File: config.mk
export PLATFORM = sky130hd
export DESIGN_NAME = mvu_wmem_port_arbiter_flat
export DESIGN_NICKNAME = d
export VERILOG_FILES = /design/src/rtl/mvu_wmem_port_arbiter_pkg.sv /design/src/rtl/mvu_wmem_port_arbiter_if.sv /design/src/rtl/mvu_wmem_port_arbiter_rr_lock_arb.sv /design/src/rtl/mvu_wmem_port_arbiter.sv /design/src/flat_wrapper.sv
export SDC_FILE = /design/constraint.sdc
export NUM_CORES = 1
export LEC_CHECK = 0
export BUFFER_PORTS_ARGS = -buffer_cell sky130_fd_sc_hd__buf_2
export CELL_PAD_IN_SITES_DETAIL_PLACEMENT = 1
export CELL_PAD_IN_SITES_GLOBAL_PLACEMENT = 1
export CORE_ASPECT_RATIO = 1.25
export CORE_MARGIN = 3
export CORE_UTILIZATION = 14
export DETAILED_ROUTE_END_ITERATION = 8
export GPL_TIMING_DRIVEN = 0
export HOLD_SLACK_MARGIN = 0.05
export PLACE_DENSITY_LB_ADDON = 0.1
export SYNTH_ARGS = -nofsm -noshare
export SYNTH_HDL_FRONTEND = slang
export SYNTH_SLANG_ARGS = --single-unit
File: constraint.sdc
create_clock -name clk_i -period 1.8 [get_ports clk_i]
set_input_delay 0.27 -clock clk_i [delete_from_list [all_inputs] [get_ports clk_i]]
set_output_delay 0.27 -clock clk_i [all_outputs]
set_load 0.02 [all_outputs]
File: src/rtl/mvu_wmem_port_arbiter_pkg.sv
// Shared types and constants for the MVU weight-RAM port arbiter.
//   arb_state_e      lock-tracking state of the round-robin arbiter
//   wmem_req_t       canonical 32-bit weight-RAM request bundle
//   arb_idx_width()  index width for a given requester count (min 1 bit)
package mvu_wmem_port_arbiter_pkg;

    localparam int unsigned ArbMaxHoldDefault = 16;

    localparam int unsigned WmemAddrWidth = 32;
    localparam int unsigned WmemDataWidth = 32;
    localparam int unsigned WmemBeWidth   = WmemDataWidth / 8;

    typedef enum logic [1:0] {
        ARB_RR       = 2'd0,
        ARB_LOCKED   = 2'd1,
        ARB_COOLDOWN = 2'd2
    } arb_state_e;

    typedef struct packed {
        logic                     we;
        logic [WmemAddrWidth-1:0] addr;
        logic [WmemBeWidth-1:0]   be;
        logic [WmemDataWidth-1:0] wdata;
    } wmem_req_t;

    function automatic int unsigned arb_idx_width(input int unsigned num_req);
        return (num_req > 1) ? $clog2(num_req) : 1;
    endfunction

endpackage

File: src/rtl/mvu_wmem_port_arbiter_if.sv
// Requester-side and memory-side bus of the weight-RAM port arbiter.
//   req/lock/we/addr/be/wdata  flattened per-requester request fields
//   gnt/rvalid/rdata           per-requester grant and response
//   mem_*                      single shared memory port
// modport slave : the arbiter
// modport master: requesters + memory model driving the arbiter
interface mvu_wmem_port_arbiter_if #(
    parameter int unsigned NumReq    = 2,
    parameter int unsigned AddrWidth = 32,
    parameter int unsigned DataWidth = 32
) ();
    localparam int unsigned BeWidth = DataWidth / 8;

    logic [NumReq-1:0]           req;
    logic [NumReq-1:0]           lock;
    logic [NumReq-1:0]           we;
    logic [NumReq*AddrWidth-1:0] addr;
    logic [NumReq*BeWidth-1:0]   be;
    logic [NumReq*DataWidth-1:0] wdata;
    logic [NumReq-1:0]           gnt;
    logic [NumReq-1:0]           rvalid;
    logic [DataWidth-1:0]        rdata;

    logic                        mem_req;
    logic                        mem_we;
    logic [AddrWidth-1:0]        mem_addr;
    logic [BeWidth-1:0]          mem_be;
    logic [DataWidth-1:0]        mem_wdata;
    logic [DataWidth-1:0]        mem_rdata;

    modport slave (
        input  req, lock, we, addr, be, wdata, mem_rdata,
        output gnt, rvalid, rdata, mem_req, mem_we, mem_addr, mem_be, mem_wdata
    );

    modport master (
        output req, lock, we, addr, be, wdata, mem_rdata,
        input  gnt, rvalid, rdata, mem_req, mem_we, mem_addr, mem_be, mem_wdata
    );

endinterface

File: src/rtl/mvu_wmem_port_arbiter_rr_lock_arb.sv
// Round-robin arbiter with bounded ownership lock. Control only, no datapath.
//   clk_i, rst_i  clock, synchronous active-high reset
//   req_i         per-requester request
//   lock_i        per-requester request to keep ownership next cycle
//   gnt_o         one-hot grant (combinational, forced to 0 in reset)
//   win_idx_o     winner index for the datapath mux (0 when nobody requests)
//
// state        | meaning
// ARB_RR       | no owner, plain round-robin from ptr_q
// ARB_LOCKED   | owner_q wins whenever it requests, hold_cnt_q grants so far
// ARB_COOLDOWN | owner_q just hit MaxHold; round-robin and owner_q may not re-lock
module mvu_wmem_port_arbiter_rr_lock_arb
    import mvu_wmem_port_arbiter_pkg::*;
#(
    parameter int unsigned NumReq  = 2,
    parameter int unsigned MaxHold = ArbMaxHoldDefault
) (
    input  logic                                clk_i,
    input  logic                                rst_i,
    input  logic [NumReq-1:0]                   req_i,
    input  logic [NumReq-1:0]                   lock_i,
    output logic [NumReq-1:0]                   gnt_o,
    output logic [arb_idx_width(NumReq)-1:0]    win_idx_o
);
    localparam int unsigned IdxWidth  = arb_idx_width(NumReq);
    localparam int unsigned HoldWidth = $clog2(MaxHold + 1);

    typedef logic [IdxWidth-1:0]  idx_t;
    typedef logic [HoldWidth-1:0] hold_t;

    localparam idx_t  LastIdx   = idx_t'(NumReq - 1);
    localparam hold_t HoldLimit = hold_t'(MaxHold);

    arb_state_e state_q, state_d;
    idx_t       ptr_q, ptr_d;
    idx_t       owner_q, owner_d;
    hold_t      hold_cnt_q, hold_cnt_d;

    idx_t       cand;
    idx_t       rr_idx;
    idx_t       win_idx;
    hold_t      hold_inc;
    logic       rr_found;
    logic       owner_wins;
    logic       win_valid;
    logic       may_lock;

    always_comb begin
        rr_found = 1'b0;
        rr_idx   = '0;
        cand     = '0;
        for (int unsigned i = 0; i < NumReq; i++) begin
            cand = idx_t'((32'(ptr_q) + i) % NumReq);
            if (!rr_found && req_i[cand]) begin
                rr_found = 1'b1;
                rr_idx   = cand;
            end
        end

        owner_wins = (state_q == ARB_LOCKED) && req_i[owner_q];
        win_valid  = owner_wins || rr_found;
        win_idx    = owner_wins ? owner_q : rr_idx;

        gnt_o = '0;
        if (win_valid && !rst_i) begin
            gnt_o[win_idx] = 1'b1;
        end

        // Any grant that is not a continuing lock starts a fresh run of one.
        hold_inc = owner_wins ? hold_cnt_q + hold_t'(1) : hold_t'(1);
        may_lock = lock_i[win_idx] &&
                   !((state_q == ARB_COOLDOWN) && (win_idx == owner_q));

        state_d    = ARB_RR;
        ptr_d      = ptr_q;
        owner_d    = owner_q;
        hold_cnt_d = '0;
        if (win_valid) begin
            ptr_d = (win_idx == LastIdx) ? '0 : win_idx + idx_t'(1);
            if (may_lock) begin
                owner_d = win_idx;
                // Reaching the limit still grants this cycle but forces rotation.
                if (hold_inc >= HoldLimit) begin
                    state_d = ARB_COOLDOWN;
                end else begin
                    state_d    = ARB_LOCKED;
                    hold_cnt_d = hold_inc;
                end
            end
        end
    end

    assign win_idx_o = win_idx;

    always_ff @(posedge clk_i) begin
        if (rst_i) begin
            state_q    <= ARB_RR;
            ptr_q      <= '0;
            owner_q    <= '0;
            hold_cnt_q <= '0;
        end else begin
            state_q    <= state_d;
            ptr_q      <= ptr_d;
            owner_q    <= owner_d;
            hold_cnt_q <= hold_cnt_d;
        end
    end

endmodule

File: src/rtl/mvu_wmem_port_arbiter.sv
// Shares one single-port MVU weight-RAM between NumReq requesters.
// Round-robin grant with bounded lock, winner's request muxed onto mem_*,
// and a fixed-latency pipe routing each response back to its issuer.
//   clk_i, rst_i  clock, synchronous active-high reset
//   bus           slave side of mvu_wmem_port_arbiter_if:
//                 req/lock/we/addr/be/wdata in, gnt/rvalid/rdata out,
//                 mem_req/we/addr/be/wdata out, mem_rdata in
module mvu_wmem_port_arbiter
    import mvu_wmem_port_arbiter_pkg::*;
#(
    parameter int unsigned NumReq      = 2,
    parameter int unsigned AddrWidth   = 32,
    parameter int unsigned DataWidth   = 32,
    parameter int unsigned ReadLatency = 1,
    parameter int unsigned MaxHold     = ArbMaxHoldDefault
) (
    input  logic                   clk_i,
    input  logic                   rst_i,
    mvu_wmem_port_arbiter_if.slave bus
);
    localparam int unsigned BeWidth  = DataWidth / 8;
    localparam int unsigned IdxWidth = arb_idx_width(NumReq);

    typedef logic [IdxWidth-1:0] idx_t;

    typedef struct packed {
        logic                 we;
        logic [AddrWidth-1:0] addr;
        logic [BeWidth-1:0]   be;
        logic [DataWidth-1:0] wdata;
    } req_bus_t;

    req_bus_t          req_arr [NumReq];
    req_bus_t          win_req;
    logic [NumReq-1:0] gnt;
    idx_t              win_idx;

    // One-hot grant per pipe stage; a non-zero entry is the valid flag.
    logic [NumReq-1:0] rsp_pipe_q [ReadLatency];
    logic [NumReq-1:0] rsp_pipe_d [ReadLatency];

    for (genvar g = 0; g < NumReq; g++) begin : g_unpack
        assign req_arr[g] = {bus.we[g],
                             bus.addr[g*AddrWidth +: AddrWidth],
                             bus.be[g*BeWidth +: BeWidth],
                             bus.wdata[g*DataWidth +: DataWidth]};
    end

    mvu_wmem_port_arbiter_rr_lock_arb #(
        .NumReq  (NumReq),
        .MaxHold (MaxHold)
    ) u_arb (
        .clk_i     (clk_i),
        .rst_i     (rst_i),
        .req_i     (bus.req),
        .lock_i    (bus.lock),
        .gnt_o     (gnt),
        .win_idx_o (win_idx)
    );

    // With no request the arbiter reports index 0, so mem_* show requester 0.
    assign win_req       = req_arr[win_idx];
    assign bus.gnt       = gnt;
    assign bus.mem_req   = |gnt;
    assign bus.mem_we    = win_req.we;
    assign bus.mem_addr  = win_req.addr;
    assign bus.mem_be    = win_req.be;
    assign bus.mem_wdata = win_req.wdata;

    always_comb begin
        rsp_pipe_d[0] = gnt;
        for (int unsigned i = 1; i < ReadLatency; i++) begin
            rsp_pipe_d[i] = rsp_pipe_q[i-1];
        end
    end

    always_ff @(posedge clk_i) begin
        if (rst_i) begin
            for (int unsigned i = 0; i < ReadLatency; i++) begin
                rsp_pipe_q[i] <= '0;
            end
        end else begin
            rsp_pipe_q <= rsp_pipe_d;
        end
    end

    assign bus.rvalid = rsp_pipe_q[ReadLatency-1];
    assign bus.rdata  = bus.mem_rdata;

    a_gnt_onehot : assert property (@(posedge clk_i) disable iff (rst_i)
        $onehot0(gnt));
    a_rvalid_onehot : assert property (@(posedge clk_i) disable iff (rst_i)
        $onehot0(bus.rvalid));
    a_gnt_has_req : assert property (@(posedge clk_i) disable iff (rst_i)
        (gnt & ~bus.req) == '0);

endmodule
File: src/flat_wrapper.sv
// flat-port wrapper written by rule: the top's interface ports become plain ports
module mvu_wmem_port_arbiter_flat import mvu_wmem_port_arbiter_pkg::*;
#(
    parameter int unsigned NumReq      = 2,
    parameter int unsigned AddrWidth   = 32,
    parameter int unsigned DataWidth   = 32,
    parameter int unsigned ReadLatency = 1,
    parameter int unsigned MaxHold     = ArbMaxHoldDefault
)
  (clk_i, rst_i, bus_req, bus_lock, bus_we, bus_addr, bus_be, bus_wdata, bus_mem_rdata, bus_gnt, bus_rvalid, bus_rdata, bus_mem_req, bus_mem_we, bus_mem_addr, bus_mem_be, bus_mem_wdata);
  mvu_wmem_port_arbiter_if #(.NumReq(NumReq), .AddrWidth(AddrWidth), .DataWidth(DataWidth)) bus_i ();
  input  logic clk_i;
  input  logic rst_i;
  input wire logic [$bits(bus_i.req)-1:0] bus_req;
  input wire logic [$bits(bus_i.lock)-1:0] bus_lock;
  input wire logic [$bits(bus_i.we)-1:0] bus_we;
  input wire logic [$bits(bus_i.addr)-1:0] bus_addr;
  input wire logic [$bits(bus_i.be)-1:0] bus_be;
  input wire logic [$bits(bus_i.wdata)-1:0] bus_wdata;
  input wire logic [$bits(bus_i.mem_rdata)-1:0] bus_mem_rdata;
  output wire logic [$bits(bus_i.gnt)-1:0] bus_gnt;
  output wire logic [$bits(bus_i.rvalid)-1:0] bus_rvalid;
  output wire logic [$bits(bus_i.rdata)-1:0] bus_rdata;
  output wire logic [$bits(bus_i.mem_req)-1:0] bus_mem_req;
  output wire logic [$bits(bus_i.mem_we)-1:0] bus_mem_we;
  output wire logic [$bits(bus_i.mem_addr)-1:0] bus_mem_addr;
  output wire logic [$bits(bus_i.mem_be)-1:0] bus_mem_be;
  output wire logic [$bits(bus_i.mem_wdata)-1:0] bus_mem_wdata;
  assign bus_i.req = bus_req;
  assign bus_i.lock = bus_lock;
  assign bus_i.we = bus_we;
  assign bus_i.addr = bus_addr;
  assign bus_i.be = bus_be;
  assign bus_i.wdata = bus_wdata;
  assign bus_i.mem_rdata = bus_mem_rdata;
  assign bus_gnt = bus_i.gnt;
  assign bus_rvalid = bus_i.rvalid;
  assign bus_rdata = bus_i.rdata;
  assign bus_mem_req = bus_i.mem_req;
  assign bus_mem_we = bus_i.mem_we;
  assign bus_mem_addr = bus_i.mem_addr;
  assign bus_mem_be = bus_i.mem_be;
  assign bus_mem_wdata = bus_i.mem_wdata;
  mvu_wmem_port_arbiter #(.NumReq(NumReq), .AddrWidth(AddrWidth), .DataWidth(DataWidth), .ReadLatency(ReadLatency), .MaxHold(MaxHold)) u_core (.clk_i(clk_i), .rst_i(rst_i), .bus(bus_i));
endmodule
* Yosys cells after proc, flatten, opt, wreduce, memory -nomap -nowiden
Cells that the tools add are included.
** Operators by class
- Add/subtract/negate cells :: 3
- $mul :: 0
- $lt $le $gt $ge :: 7
- Shift-type cells :: 0
- Bitwise gates (word level) :: 3
- Equality and inequality tests :: 3
- Mux-type cells :: 22
- Reduce and logical (&&, ||, !) cells :: 14
- Divide/modulo/power cells :: 0
** Operators by type and width (number)
- $mux W69 :: 3
- $mux W1 :: 15
- $lt A1 B2 Y1 const B :: 4
- $logic_and A1 B1 Y1 :: 6
- $add A5 B1 Y5 const B :: 1
- $ge A5 B5 Y1 const B :: 1
- $mux W5 :: 1
- $mux W2 :: 2
- $reduce_or A4 Y1 :: 1
- $logic_not A1 Y1 :: 3
- $reduce_or A3 Y1 :: 1
- $add A1 B1 Y1 const B :: 2
- $eq A2 B1 Y1 const B :: 1
- $eq A2 B2 Y1 const B :: 1
- $ge A2 B2 Y1 const B :: 1
- $not A1 Y1 :: 2
- $not A1 Y2 :: 1
- $reduce_and A2 Y1 :: 1
- $reduce_or A2 Y1 :: 1
- $demux W1 S1 :: 1
- $eq A1 B1 Y1 :: 1
- $ge A1 B1 Y1 const B :: 1
- $logic_or A1 B1 Y1 :: 1
** Word-level totals
- Word-level logic and storage cells :: 57
- ROM bits :: 0
- Output and inout port bits :: 106
- Bits in writable memories :: 0
- Bits in latches :: 0
- Memories :: 0
- Register bits after elaboration :: 11

* Logic depth before layout (Yosys ltp)
Gate-level depths: netlist (run 1).
- Depth after elaboration :: 13
- Depth in mapped cells :: 6

* By module
From an unflattened synthesis (run 1), not the netlist that was laid out.
** Second synthesis, totals
- Cell total of the unflattened synthesis :: 171
- Area, all modules :: 1685.4 um^2
** Modules (own cells, without submodules)
- mvu_wmem_port_arbiter :: cells each 114, sequential area each 40.0 um^2, area an instance 1176.1 um^2, times used 1
- mvu_wmem_port_arbiter_rr_lock_arb :: cells each 57, sequential area each 180.2 um^2, area an instance 509.2 um^2, times used 1

* Worst setup path after synthesis (run 1)
No wires, ideal clock.
- Path type :: reg2out
- Start :: reg u_core.u_arb.state_q[0]
- End :: out bus_mem_be[0]
- Stages on the path, launching flop included :: 7
- Buffers on the path :: 2
- Arrival time :: 1.379 ns
- Required time :: 1.530 ns
- Slack :: 0.151 ns
- Cells stage by stage :: dfxtp_1 -> nor2b_1 -> o211a_1 -> clkbuf_1 -> buf_2 -> nand2_1 -> nand2_1
** Between the ends
- Longest elaborated chain between the ends :: 7
** RTL lines
- from (decl) :: RTL line mvu_wmem_port_arbiter_rr_lock_arb.sv:34 : arb_state_e state_q, state_d;
- from (signal assigned) :: RTL line mvu_wmem_port_arbiter_rr_lock_arb.sv:102 : state_q <= state_d;
- $eq A2 B1 Y1 :: RTL line mvu_wmem_port_arbiter_rr_lock_arb.sv:60 : owner_wins = (state_q == ARB_LOCKED) && req_i[owner_q];
- $logic_and A1 B1 Y1 :: RTL line mvu_wmem_port_arbiter_rr_lock_arb.sv:60
- $mux W1 :: RTL line mvu_wmem_port_arbiter_rr_lock_arb.sv:62 : win_idx = owner_wins ? owner_q : rr_idx;
- $not A1 Y2 (implied by the code) :: RTL line mvu_wmem_port_arbiter.sv:62 : assign win_req = req_arr[win_idx];
- $mux W69 (implied by the code) (3 in a row) :: RTL line mvu_wmem_port_arbiter.sv:62
- to (decl) :: RTL line flat_wrapper.sv:27 : output wire logic [$bits(bus_i.mem_be)-1:0] bus_mem_be;
Every way passes these cells. The select of a mux whose other input is x is not followed.

* Worst setup path in the final report (run 1)
- Start :: reg u_core.u_arb.state_q[1]
- End :: out bus_mem_addr[21]
** Between the ends
- Longest elaborated chain between the ends :: 7
** RTL lines
- $eq A2 B1 Y1 :: RTL line mvu_wmem_port_arbiter_rr_lock_arb.sv:60
- $logic_and A1 B1 Y1 :: RTL line mvu_wmem_port_arbiter_rr_lock_arb.sv:60
- $mux W1 :: RTL line mvu_wmem_port_arbiter_rr_lock_arb.sv:62
- $not A1 Y2 (implied by the code) :: RTL line mvu_wmem_port_arbiter.sv:62
- $mux W69 (implied by the code) (3 in a row) :: RTL line mvu_wmem_port_arbiter.sv:62
- to (decl) :: RTL line flat_wrapper.sv:26 : output wire logic [$bits(bus_i.mem_addr)-1:0] bus_mem_addr;
Every way passes these cells. The select of a mux whose other input is x is not followed.

==> flow_results.org, run 1 <==
** Outcome
- Run status :: complete, but fails checks
- The checks that failed: setup timing.

** Global route
- The number of global-route vias before repair was 2,991.
- Met2 usage in global routing :: approximately 28%
- Largest net degree at the start of global routing :: 11
- The first global-routing pass estimated around 15,000 µm of wire.
- Met3 routing resource usage after global routing :: under 10%
- Highest-utilization routing layer at the global route stage :: met2
- Global routing used 14.6% of the available met1 tracks.
- Global routing usage summed across all routing layers :: 14.4%
- Number of antenna violations at the first check in global routing :: 0
- Overflow after GRT :: 0

** Clocking
- Clock Tree Buf Depth :: 2
- # clock sinks :: 11
- The later pin in the worst-skew pair is clocked with a latency of roughly 250 ps.
- CTS tree :: built
- Count of hold-fix buffers inserted at cts :: 0
- Number of buffers added by the clock tree synthesis step :: 3
- In this run the number of H-tree levels came out at 1.
- Register clock-pin slew on the reported worst setup and hold paths :: 50 ps
- CTS placed an instance of sky130_fd_sc_hd__clkbuf_16 at the clock tree root.

** Logic synthesis
- Net count after synthesis :: 489
- Flops & latches, synth :: 11
- XOR/XNOR Fraction of Synth Area :: ~1.6%
- Synthesized-area fraction occupied by ao, oa, aoi and oai cells :: just over 8%
- The portion of synthesized area spent on multiplexers is 0.697%.
- Simple-Gate Fraction of Synth Area :: 55.0%
- The synthesized netlist contains 31 unique library cells.
- Synthesized area per cell :: ~5.2 µm²
- Yosys warning count :: 0
- Post-synthesis instance total :: about 310
- Adder-cell share of the synthesized area :: less than 1%
- Post-synth design cell area :: ~1600 µm²
- Sequential element share of the synthesized area :: between 10% and 20%
- After synthesis, the largest family of logic cells by area is simple AND/OR/NAND/NOR gates.

** Place
- Sum of net half-perimeters after detailed placement :: 8350 µm
- Placed cell areas :: between 3000 and 4000 µm²
- At the end of routability-driven placement, the weighted congestion stood at 0.805.
- After detailed placement, the design holds a cell count of 695.
- In this run the tool buffered the top-level ports with 248 buffer cells.

** Timing
- The count of final hold-check violations is 0.
- TNS Setup :: -4440 ps
- Timing would allow up to around 530 MHz.
- Minimum period implied by the final worst setup slack :: between 1500 and 2000 ps
- The final critical path takes up 105% of the cycle.
- Skew final :: just over 3 ps
- On the final layout, the worst hold slack is roughly 290 ps.
- The max-slew violation count is 0.
- Setup Viol. Count Final :: slightly below 70
- Setup repair after global routing missed its margin :: yes
- Worst Setup Slack, final :: -95.4 ps
- Slew margin rel. :: between 60% and 70%
- Worst Tran Pin Value :: between 500 and 600 ps

** Floorplanning
- Starting density of the core :: between 10% and 20%
- Core area :: approximately 11,000 µm²
- The initialized floorplan defines 43 standard-cell rows.
- The floorplan step defined a die boundary enclosing about 13,000 µm².
- The die is approximately 130 µm tall.
- Number of placed I/O pins :: approximately 280
- Horizontal extent of the die :: 102 µm

** Route
- Routed WL per cell :: 14.2 µm
- The first detailed-routing pass took 6 iterations.
- After detailed routing, the number of vias per cell comes to around 4.1.
- The detailed router placed around 2,900 vias in this run.
- Initial DRC Count :: 80
- The detail route stage leaves a number of antenna-violating nets equal to 0.
- Residual DRC :: 0
- After detailed routing, the total wire length is 10,000 µm.

** Worst hold path
- In this run the most critical hold path is launched from rst_i.
- The worst hold path was traced through 2 stages.
- For hold timing, the worst endpoint is u_core.u_arb.hold_cnt_q[1].
- The tightest min-delay check is of the in -> reg type.

** Finish
- 0 antenna diodes ended up in the layout.
- The area growth from synthesis to layout is 132%.
- Final-stage net count :: 749
- Post-route non-filler standard cell count :: 706
- Highest-count cells in the layout ignoring fill and taps :: sky130_fd_sc_hd__buf_2 (188), sky130_fd_sc_hd__nand2_1 (187), sky130_fd_sc_hd__buf_4 (72), sky130_fd_sc_hd__buf_6 (26), sky130_fd_sc_hd__nand2_2 (18)
- With fillers left out, the area of the finished cells amounts to around 3800 µm².
- Leaving out fill and tap cells, the most frequent cell in the layout is sky130_fd_sc_hd__buf_2.
- Of the cells placed in the final design, the portion with a size suffix greater than 1 is 59.9%.

** Critical path
- At the worst endpoint, the arrival time is 1630 ps.
- STA puts the critical path data required time at roughly 1500 ps.
- Cells along the critical path :: nand4bb_4 > o211a_4 > clkbuf_16 > buf_8 > nand2_1 > nand2_2 > buf_6
- Startpoint Class :: register
- CP Buf/Inv Count :: 3
- Kind of end point of the critical path :: output port
- In this run the critical register-to-register path is launched from u_core.u_arb.state_q[1].
- Crit path max-delay family :: buffers and inverters
- The setup check on the worst reg-to-reg path leaves a slack of roughly 150 ps.
- The critical path is of the reg -> out type.
- For this design, the slowest cell found on the critical path is sky130_fd_sc_hd__dfxtp_2.
- In this design, the stage delay of the slowest critical-path cell is around 330 ps.
- Largest fanout on the critical path :: 10
- The worst register-to-register path has a depth of 7.
- The worst register-to-register path ends at u_core.u_arb.owner_q.

** Pwr
- VDD sags by at most 0.225 mV.
- P per Cell Area :: between 500 and 600 nW/µm²
- Static Leakage :: about 0.0023 µW

** Run
- Max-capacitance violation count :: 0
-- cells in the mapped netlist --
library cell	instances	area, µm²
sky130_fd_sc_hd__a2111oi_1	2	20.0
sky130_fd_sc_hd__a2111oi_2	1	15.0
sky130_fd_sc_hd__a211oi_1	3	22.5
sky130_fd_sc_hd__a21boi_0	1	7.51
sky130_fd_sc_hd__a21oi_1	4	20.0
sky130_fd_sc_hd__a22o_1	1	8.76
sky130_fd_sc_hd__buf_2	8	40.0
sky130_fd_sc_hd__buf_4	32	240
sky130_fd_sc_hd__clkbuf_1	8	30.0
sky130_fd_sc_hd__conb_1	1	3.75
sky130_fd_sc_hd__dfxtp_1	11	220
sky130_fd_sc_hd__ha_1	1	12.5
sky130_fd_sc_hd__inv_1	3	11.3
sky130_fd_sc_hd__mux2_2	1	11.3
sky130_fd_sc_hd__nand2_1	210	788
sky130_fd_sc_hd__nand2_2	1	6.26
sky130_fd_sc_hd__nand2b_1	2	12.5
sky130_fd_sc_hd__nand3_1	3	15.0
sky130_fd_sc_hd__nand4bb_1	1	11.3
sky130_fd_sc_hd__nor2_1	5	18.8
sky130_fd_sc_hd__nor2b_1	1	6.26
sky130_fd_sc_hd__nor3_1	2	10.0
sky130_fd_sc_hd__nor3b_1	1	7.51
sky130_fd_sc_hd__o211a_1	1	10.0
sky130_fd_sc_hd__o211ai_2	1	12.5
sky130_fd_sc_hd__o21bai_1	1	7.51
sky130_fd_sc_hd__o31ai_1	1	7.51
sky130_fd_sc_hd__or3_1	1	6.26
sky130_fd_sc_hd__or4_1	1	7.51
sky130_fd_sc_hd__xnor2_1	2	17.5
sky130_fd_sc_hd__xor2_1	1	8.76
-- logic make-up after synthesis --
kind of cell / count (synthesis)
XOR/XNOR: 3
AND/OR/NAND/NOR: 228
multiplexers: 1
other: 1
flip-flops: 11
AO/OA/AOI/OAI: 16
adder cells (fa/ha/maj): 1
buffers and inverters: 51
-- metal layers --
layer	wire length, µm	up-vias
met5	0	-
met2	5190	186
met3	1210	10
met1	3440	1259
met4	184	0
li1	-	1444
-- metrics by stage --
step           total power, µW  setup WS, ps  utilization, %
2_1_floorplan              879           151               -
3_3_place_gp              1320          -344            27.0
3_5_place_dp              1330          -398            27.0
4_1_cts                   2020         -93.5            32.8
5_1_grt                   2170          -161            33.5
6_report                  2030         -95.4            33.5
-- registers in the layout, summed over array words and instances, names as in the netlist --
| name | cells |
|---|---|
| u_core.u_arb.hold_cnt_q | 5 |
| u_core.u_arb.state_q | 2 |
| u_core.u_arb.ptr_q | 1 |
| u_core.u_arb.owner_q | 1 |
| u_core.bus.rvalid | 2 |
-- area by class of cell --
cell class	count	area [µm²]
repair buffers	255	1580
plain buffers	48	469
inverters	3	11.3
fillers	1506	7440
multi-input cells	250	1220
clock buffers	3	75.1
flip-flops and latches	11	226
well taps	135	169
clock inverters	1	5.00
-- what timing repair did --
item,4_1_cts,5_1_grt
setup buffers,4,1
gates resized for setup,148,26
endpoints found under the setup margin,72,71
pin swaps,7,1
cloned,2,0
-- report_power, final --
part | internal (µW) | switching (µW) | total (µW) | leakage, µW
registers | 255 | 8.42 | 264 | 0.0000918
logic | 639 | 702 | 1340 | 0.00214
clock network | 296 | 127 | 423 | 0.0000409
total | 1190 | 838 | 2030 | 0.00227
-- worst max path at each step --
stage | start | endpoint | cells past startpoint
2_1_floorplan | u_core.u_arb.state_q[0] | bus_mem_be[0] | 6
3_3_place_gp | bus_req[0] | bus_mem_wdata[12] | 7
3_5_place_dp | u_core.u_arb.state_q[0] | bus_mem_wdata[12] | 7
4_1_cts | u_core.u_arb.owner_q | bus_mem_addr[21] | 7
5_1_grt | u_core.u_arb.state_q[1] | bus_mem_addr[21] | 7
6_report | u_core.u_arb.state_q[1] | bus_mem_addr[21] | 7
Power figures use the tool's default switching activity.
==> run 2: changes to the inputs <==
Settings changed: CTS_BUF_LIST from default to sky130_fd_sc_hd__clkbuf_4, SLEW_MARGIN from default to 20.
Clock period 1.8 ns to 2 ns, I/O delays scaled along.
==> flow_results.org, run 2 (synthesis results as in run 1) <==
** Floorplanning
- The number of top-level design ports was 282 (unchanged).
- Starting density of the core :: 14.4% (unchanged)
- The die extent in y was 126 µm (unchanged).
- The placeable core area is 11,200 µm² (unchanged).
- Horizontal extent of the die :: 102 µm (unchanged)
- Total Die Area :: 12,900 µm² (unchanged)
- Number of placement rows :: 43 (unchanged)

** Pwr
- Static Leakage :: 0.00215 µW (-5.4%)
- The power density normalized to cell area came to 436 nW/µm² (-19%).
- The total power is 1500 µW (-26%).
- The maximum resistive drop on vdd came to 0.145 mV (-36%).

** Clocking
- Clock Tree Buf Depth :: 2 (unchanged)
- H-tree depth :: 1 (unchanged)
- Clock Latency Late Sink :: 260 ps (about the same)
- Cell chosen for the clock root :: sky130_fd_sc_hd__clkbuf_4
- The TritonCTS sink count was 11 (unchanged).
- TritonCTS built the clock tree.
- The post-CTS clock slew at the launch and capture registers of the worst setup and hold paths was 80 ps (+30 ps).
- The CTS buffer count was 3 (unchanged).
- Count of hold-fix buffers inserted at cts :: 0 (unchanged)

** Finish
- Ant. Diodes :: 0 (unchanged)
- The footprint of the flip-flops and latches is 223 µm² (-1.7%).
- The library cell used most frequently in the layout, excluding fill and tap cells, is sky130_fd_sc_hd__nand2_1.
- Highest-count cells in the layout ignoring fill and taps :: sky130_fd_sc_hd__nand2_1 (210), sky130_fd_sc_hd__buf_2 (182), sky130_fd_sc_hd__buf_4 (108), sky130_fd_sc_hd__dfxtp_1 (9)
- The fill cell instance count of the final layout is 1,528 (+1.5%).
- The number of flip-flops under the largest register name came to 5 (unchanged).
- The final layout net count came to 747 (-0.27%).
- Relative to the synthesized area, the layout overhead comes to 113%.
- More flip-flops sit in one register than any other, and that register is u_core.u_arb.hold_cnt_q.
- Fraction of layout instances using a drive strength above 1 :: 55.4% (-4.5 points)
- Multi-input logic area :: 1140 µm² (-6.4%)

** Critical path
- The startpoint identified for the worst register-to-register timing path is u_core.u_arb.owner_q.
- In this run the critical register-to-register path is captured at u_core.u_arb.state_q[1].
- Critical Path AT :: 1650 ps (+20 ps)
- Data required time of the worst path :: 1700 ps (+170 ps)
- Startpoint Class :: register
- By startpoint and endpoint, the worst setup path is classified as reg -> out.
- Largest fanout on the critical path :: 10 (unchanged)
- The register-to-register setup slack came to 350 ps (+200 ps).
- STA classifies the critical path endpoint as an output port.
- Number of cell instances on the worst register-to-register path :: 6 (-1)

** Worst hold path
- Worst hold stages :: 2 (unchanged)
- The path with the worst hold slack has its endpoint at u_core.u_arb.hold_cnt_q[1].
- Class of the tightest hold or removal check :: in -> reg
- Hold Crit Start :: rst_i

** Timing
- The number of setup violations in the final report is 0 (-100%).
- Derived from the worst setup path, the maximum achievable clock frequency is between 500 and 600 MHz.
- The worst path needs about 2000 ps of the cycle, external delays included.
- Worst Tran Pin Value :: 510 ps (-8.62 ps)
- Period utilisation layout :: a little over nine tenths
- Slew margin rel. :: 65.9% (+0.58 points)
- Setup repair after global routing missed its margin :: yes
- The worst path setup slack after routing came to 45.6 ps (+141 ps).
- Final hold viol count :: 0 (unchanged)
- Skew final :: 4.20 ps (+1.10 ps)
- The max-slew violation count came to 0 (unchanged).

** Global route
- Largest net degree at the start of global routing :: 11 (unchanged)
- First-pass GRT wire length :: 14,000 µm (-4.5%)
- Number of antenna violations at the first check in global routing :: 0 (unchanged)
- The total global-route track usage is 13.4% (-0.96 points).
- The final global-route overflow total came to 0 (unchanged).
- Vias in the first global route :: 2,889 (-3.4%)

** Route
- The total via count in the routed design is 2,874 (-0.86%).
- Routed WL per cell :: 14.1 µm (-0.66%)
- Number of vias per cell after detailed routing :: 4.08 (-0.58%)
- The first-pass iteration count of the detailed router is 6 (unchanged).
- Residual DRC :: 0 (unchanged)
- The residual antenna-violating net count after detailed routing is 0 (unchanged).
- Final routed wirelength across all metal layers :: 9930 µm (-0.94%)
- The violation count after the first detailed-route iteration came to 39 (-51%).

** Place
- The detailed placer's ending HPWL was 8350 µm (unchanged).
- The total of buffers placed on input and output ports came to 248 (unchanged).
- Placement Setup Slack :: -246 ps (+152 ps)
- The final weighted congestion in routability-driven placement is 0.805 (unchanged).

** Run
- Max-capacitance violation count :: 0 (unchanged)

** Outcome
- Run status :: complete, no violations
## run 2: worst max-delay path by stage
stage,from,cells after the start,end
finish,u_core.u_arb.owner_q,7,bus_mem_be[1]
global route,u_core.u_arb.owner_q,7,bus_mem_addr[16]
CTS,u_core.u_arb.state_q[0],6,bus_mem_wdata[12]
detailed placement,bus_req[0],7,bus_mem_wdata[12]
global placement,bus_req[0],7,bus_mem_wdata[12]
floorplan,u_core.u_arb.state_q[0],6,bus_mem_be[0]
## run 2: through the flow
stage                     instance area, µm²  setup TNS, ps  hold WS (ps)  util (%)  instances
after floorplan                         1620              0           369         -        312
after global placement                  3030         -11000           513      27.0        695
after detailed placement                3030         -13980           529      27.0        695
after CTS                               3160          -70.8           285      28.3        700
after global routing                    3450           -752           298      30.8        704
final                                   3450              0           299      30.8        704
## run 2: cell type report
class                      count  share of cell area (%)
multi-input combinational    251                    33.1
sequential                    11                    6.46
timing repair buffer         253                    43.0
buffer                        47                    11.5
clock inverter                 1                   0.145
inverter                       3                   0.327
clock buffer                   3                   0.654
tap                          135                    4.90
## run 2: power by group
part / switching, µW / total (µW) / leakage [µW] / internal, µW
logic: 602 / 1120 / 0.00204 / 514
clock network: 76.1 / 150 / 0.0000177 / 73.8
registers: 7.56 / 237 / 0.0000910 / 229
total: 686 / 1500 / 0.00215 / 817
## run 2: worst max-delay path, stage by stage (launching register included)
cell and delay [ps]:
sky130_fd_sc_hd__dfxtp_2 350, sky130_fd_sc_hd__nand4bb_4 290, sky130_fd_sc_hd__o211ai_4 150, sky130_fd_sc_hd__clkbuf_16 190, sky130_fd_sc_hd__buf_6 130, sky130_fd_sc_hd__nand2_1 60, sky130_fd_sc_hd__nand2_1 80, sky130_fd_sc_hd__buf_4 140
## run 2: per-layer routing
layer | GRT usage [%] | part of all wire, % | vias to the layer above | routed length, µm
met1 | 14.2 | 36 | 1242 | 3530
met2 | 26.4 | 52 | 180 | 5140
met3 | 3.49 | 12 | 6 | 1180
met5 | 0 | 0 | - | 0
li1 | - | - | 1446 | -
met4 | 1.85 | 0.78 | 0 | 77
## run 2: timing repair
item / 4_1_cts / 5_1_grt
pin swaps: 2 / 3
gates cloned: 0 / 2
gates resized for setup: 28 / 92
setup endpoints to repair: 71 / 70
buffers inserted: 2 / 2
==> run 3: changes to the inputs <==
Settings changed: CELL_PAD_IN_SITES_DETAIL_PLACEMENT 1 to default, CELL_PAD_IN_SITES_GLOBAL_PLACEMENT 1 to default, CORE_AREA from default to 3 3 110 112, CORE_ASPECT_RATIO 1.25 to default, CORE_MARGIN 3 to default, CORE_UTILIZATION 14 to default, DIE_AREA from default to 0 0 113 115, PLACE_DENSITY_LB_ADDON 0.1 to default.
==> flow_results.org, run 3 (synthesis results as in run 1) <==
** Clocking
- The clock latency of the later-clocked register in the worst-skew pair came to 270 ps (about the same).
- The post-CTS clock slew at the launch and capture registers of the worst setup and hold paths was 70 ps (about the same).
- Count of hold-fix buffers inserted at cts :: 0 (unchanged)
- H-tree depth :: 1 (unchanged)
- The deepest clock path buffer count is 2 (unchanged).
- Number of buffers added by the clock tree synthesis step :: 3 (unchanged)
- Clock tree synthesis selected as its root buffer the cell sky130_fd_sc_hd__clkbuf_4.
- TritonCTS built the clock tree.
- # clock sinks :: 11 (unchanged)

** Timing
- The count of final hold-check violations is 0 (unchanged).
- Max Clock Freq :: 510 MHz (-0.31%)
- The share of the cycle needed by the critical path after routing came to 98.0% (+0.30 points).
- Max-slew violations :: 0 (unchanged)
- Worst Setup Slack, final :: 39.5 ps (-6.04 ps)
- The number of setup violations in the final report came to 0 (unchanged).
- Setup repair after global routing missed its margin :: yes
- Minimum period implied by the final worst setup slack :: 1960 ps (+6.04 ps)
- The minimum hold slack was 301 ps (+2.68 ps).
- The clock skew after layout was 0.829 ps (-3.37 ps).

** Finish
- The final layout net count is 751 (+0.54%).
- Flip-flop count of the largest register after layout :: 5 (unchanged)
- The utilization after layout came to 33.9% (+3.1 points).
- Fraction of layout instances using a drive strength above 1 :: 59.3% (+4.0 points)
- The fill cell instance count of the final layout is 1,239 (-19%).
- The library cell used most frequently in the layout, excluding fill and tap cells, is sky130_fd_sc_hd__nand2_1.
- Ant. Diodes :: 0 (unchanged)
- Compared with the post-synthesis result, the final layout area differs by 138%.
- Multi-input logic area :: 1170 µm² (+2.9%)
- The top cell types in the final layout, fill and taps aside, are sky130_fd_sc_hd__nand2_1 (190), sky130_fd_sc_hd__buf_2 (187), sky130_fd_sc_hd__buf_6 (49), sky130_fd_sc_hd__buf_4 (49), sky130_fd_sc_hd__nand2_2 (21).
- The footprint of the flip-flops and latches came to 229 µm² (+2.8%).
- Top register by number of flip-flops :: u_core.u_arb.hold_cnt_q
- The total non-filler cell area in the finished layout was 3840 µm² (+12%).

** Floorplanning
- Total Die Area :: 13,000 µm² (+0.89%)
- The die extent in y was 115 µm (-8.8%).
- Starting density of the core :: 14.3% (-0.17 points)
- Number of placed I/O pins :: 282 (unchanged)
- The placeable core area was 11,300 µm² (+1.2%).
- Horizontal extent of the die :: 113 µm (+11%)
- Number of placement rows :: 39 (-9.3%)

** Place
- The detailed placer's ending HPWL is 7130 µm (-15%).
- The final weighted congestion in routability-driven placement is 0.788 (-2.0%).
- The setup slack after placement is -521 ps (-275 ps).
- Placed cell areas :: 3040 µm² (+0.33%)
- Port Buf Inserts :: 248 (unchanged)

** Global route
- Vias in the first global route :: 2,486 (-14%)
- Largest net degree at the start of global routing :: 11 (unchanged)
- Overflow after GRT :: 0 (unchanged)
- The global-route wire length before repair was 11,700 µm (-16%).
- The initial antenna violation count was 0 (unchanged).
- The total global-route track usage is 11.0% (-2.4 points).

** Route
- Routed WL per cell :: 12.8 µm (-9.5%)
- Total iterations of the first detailed-routing run :: 4 (-2)
- The total via count in the routed design was 2,797 (-2.7%).
- The final routed DRC violation total came to 0 (unchanged).
- The sum of routed wire length over all layers was 9150 µm (-7.9%).
- The violation count after the first detailed-route iteration was 107 (+170%).
- Number of vias per cell after detailed routing :: 3.91 (-4.3%)
- Post-DRT Antenna Nets :: 0 (unchanged)

** Pwr
- Worst vdd rail ir drop :: 0.165 mV (+14%)
- The cell leakage power was 0.00228 µW (+6.1%).
- The total power is 1680 µW (+12%).
- The power density normalized to cell area is 438 nW/µm² (+0.40%).

** Outcome
- The flow ran to the end, and the final reports show no timing, DRC or antenna violations.

** Critical path
- The highest fanout seen on the critical path was 6 (-4).
- By startpoint and endpoint, the worst setup path is classified as reg -> out.
- The data arrival time at the worst-slack endpoint was 1660 ps (about the same).
- The worst setup path is captured at an output port.
- Data required time of the worst path :: 1700 ps (about the same)
- Startpoint Class :: register

** Worst hold path
- In this run the worst hold path is classified as in -> reg.

** Run
- The count of max-cap constraint violations came to 0 (unchanged).
==> run 3: area by class of cell <==
cell class,instances,share of cell area (%)
Inverter,3,0.293
Tap cell,143,4.66
Clock buffer,4,0.782
Multi-Input combinational cell,250,30.5
Timing Repair Buffer,257,45.1
Sequential cell,11,5.96
Buffer,48,12.7
==> run 3: metal layers <==
layer,GRT usage (%),share of wire [%],vias to the layer above
met5,0,0,-
met2,20.7,53,153
met3,2.05,8.6,4
met1,13.5,39,1182
met4,0.962,0.24,0
li1,-,-,1458
==> run 3: path summary, 6_finish.rpt <==
check	from	endpoint	slack, ps	depth (start not counted)
min	rst_i	u_core.u_arb.hold_cnt_q[1]	300	2
max	u_core.u_arb.owner_q	bus_mem_wdata[7]	40	7
min reg2reg	u_core.u_arb.hold_cnt_q[4]	u_core.u_arb.hold_cnt_q[2]	530	2
max reg2reg	u_core.u_arb.state_q[0]	u_core.u_arb.hold_cnt_q[3]	300	6
==> run 3: power breakdown <==
group          switching, µW  leakage (µW)  internal, µW
clock network           74.3     0.0000184          90.9
logic                    650       0.00216           633
registers               6.45     0.0000921           228
==> run 3: timing repair <==
action,in CTS,in global routing
buffers inserted,2,2
gates resized for setup,44,159
pin swaps,2,8
setup endpoints to repair,71,69
cloned,1,4
==> run 3: critical path: stages (launching register included) <==
cell                        delay, ps
sky130_fd_sc_hd__dfxtp_4          340
sky130_fd_sc_hd__nand4bb_4        250
sky130_fd_sc_hd__o211a_4          190
sky130_fd_sc_hd__clkbuf_16        180
sky130_fd_sc_hd__clkbuf_16        150
sky130_fd_sc_hd__nand2_1           70
sky130_fd_sc_hd__nand2_1           70
sky130_fd_sc_hd__buf_6            130
==> run 3: metrics by stage <==
step                      cells  setup TNS, ps
after floorplan             312              0
after global placement      703         -20610
after detailed placement    703         -20690
after CTS                   710              0
after global routing        716           -805
final                       716              0
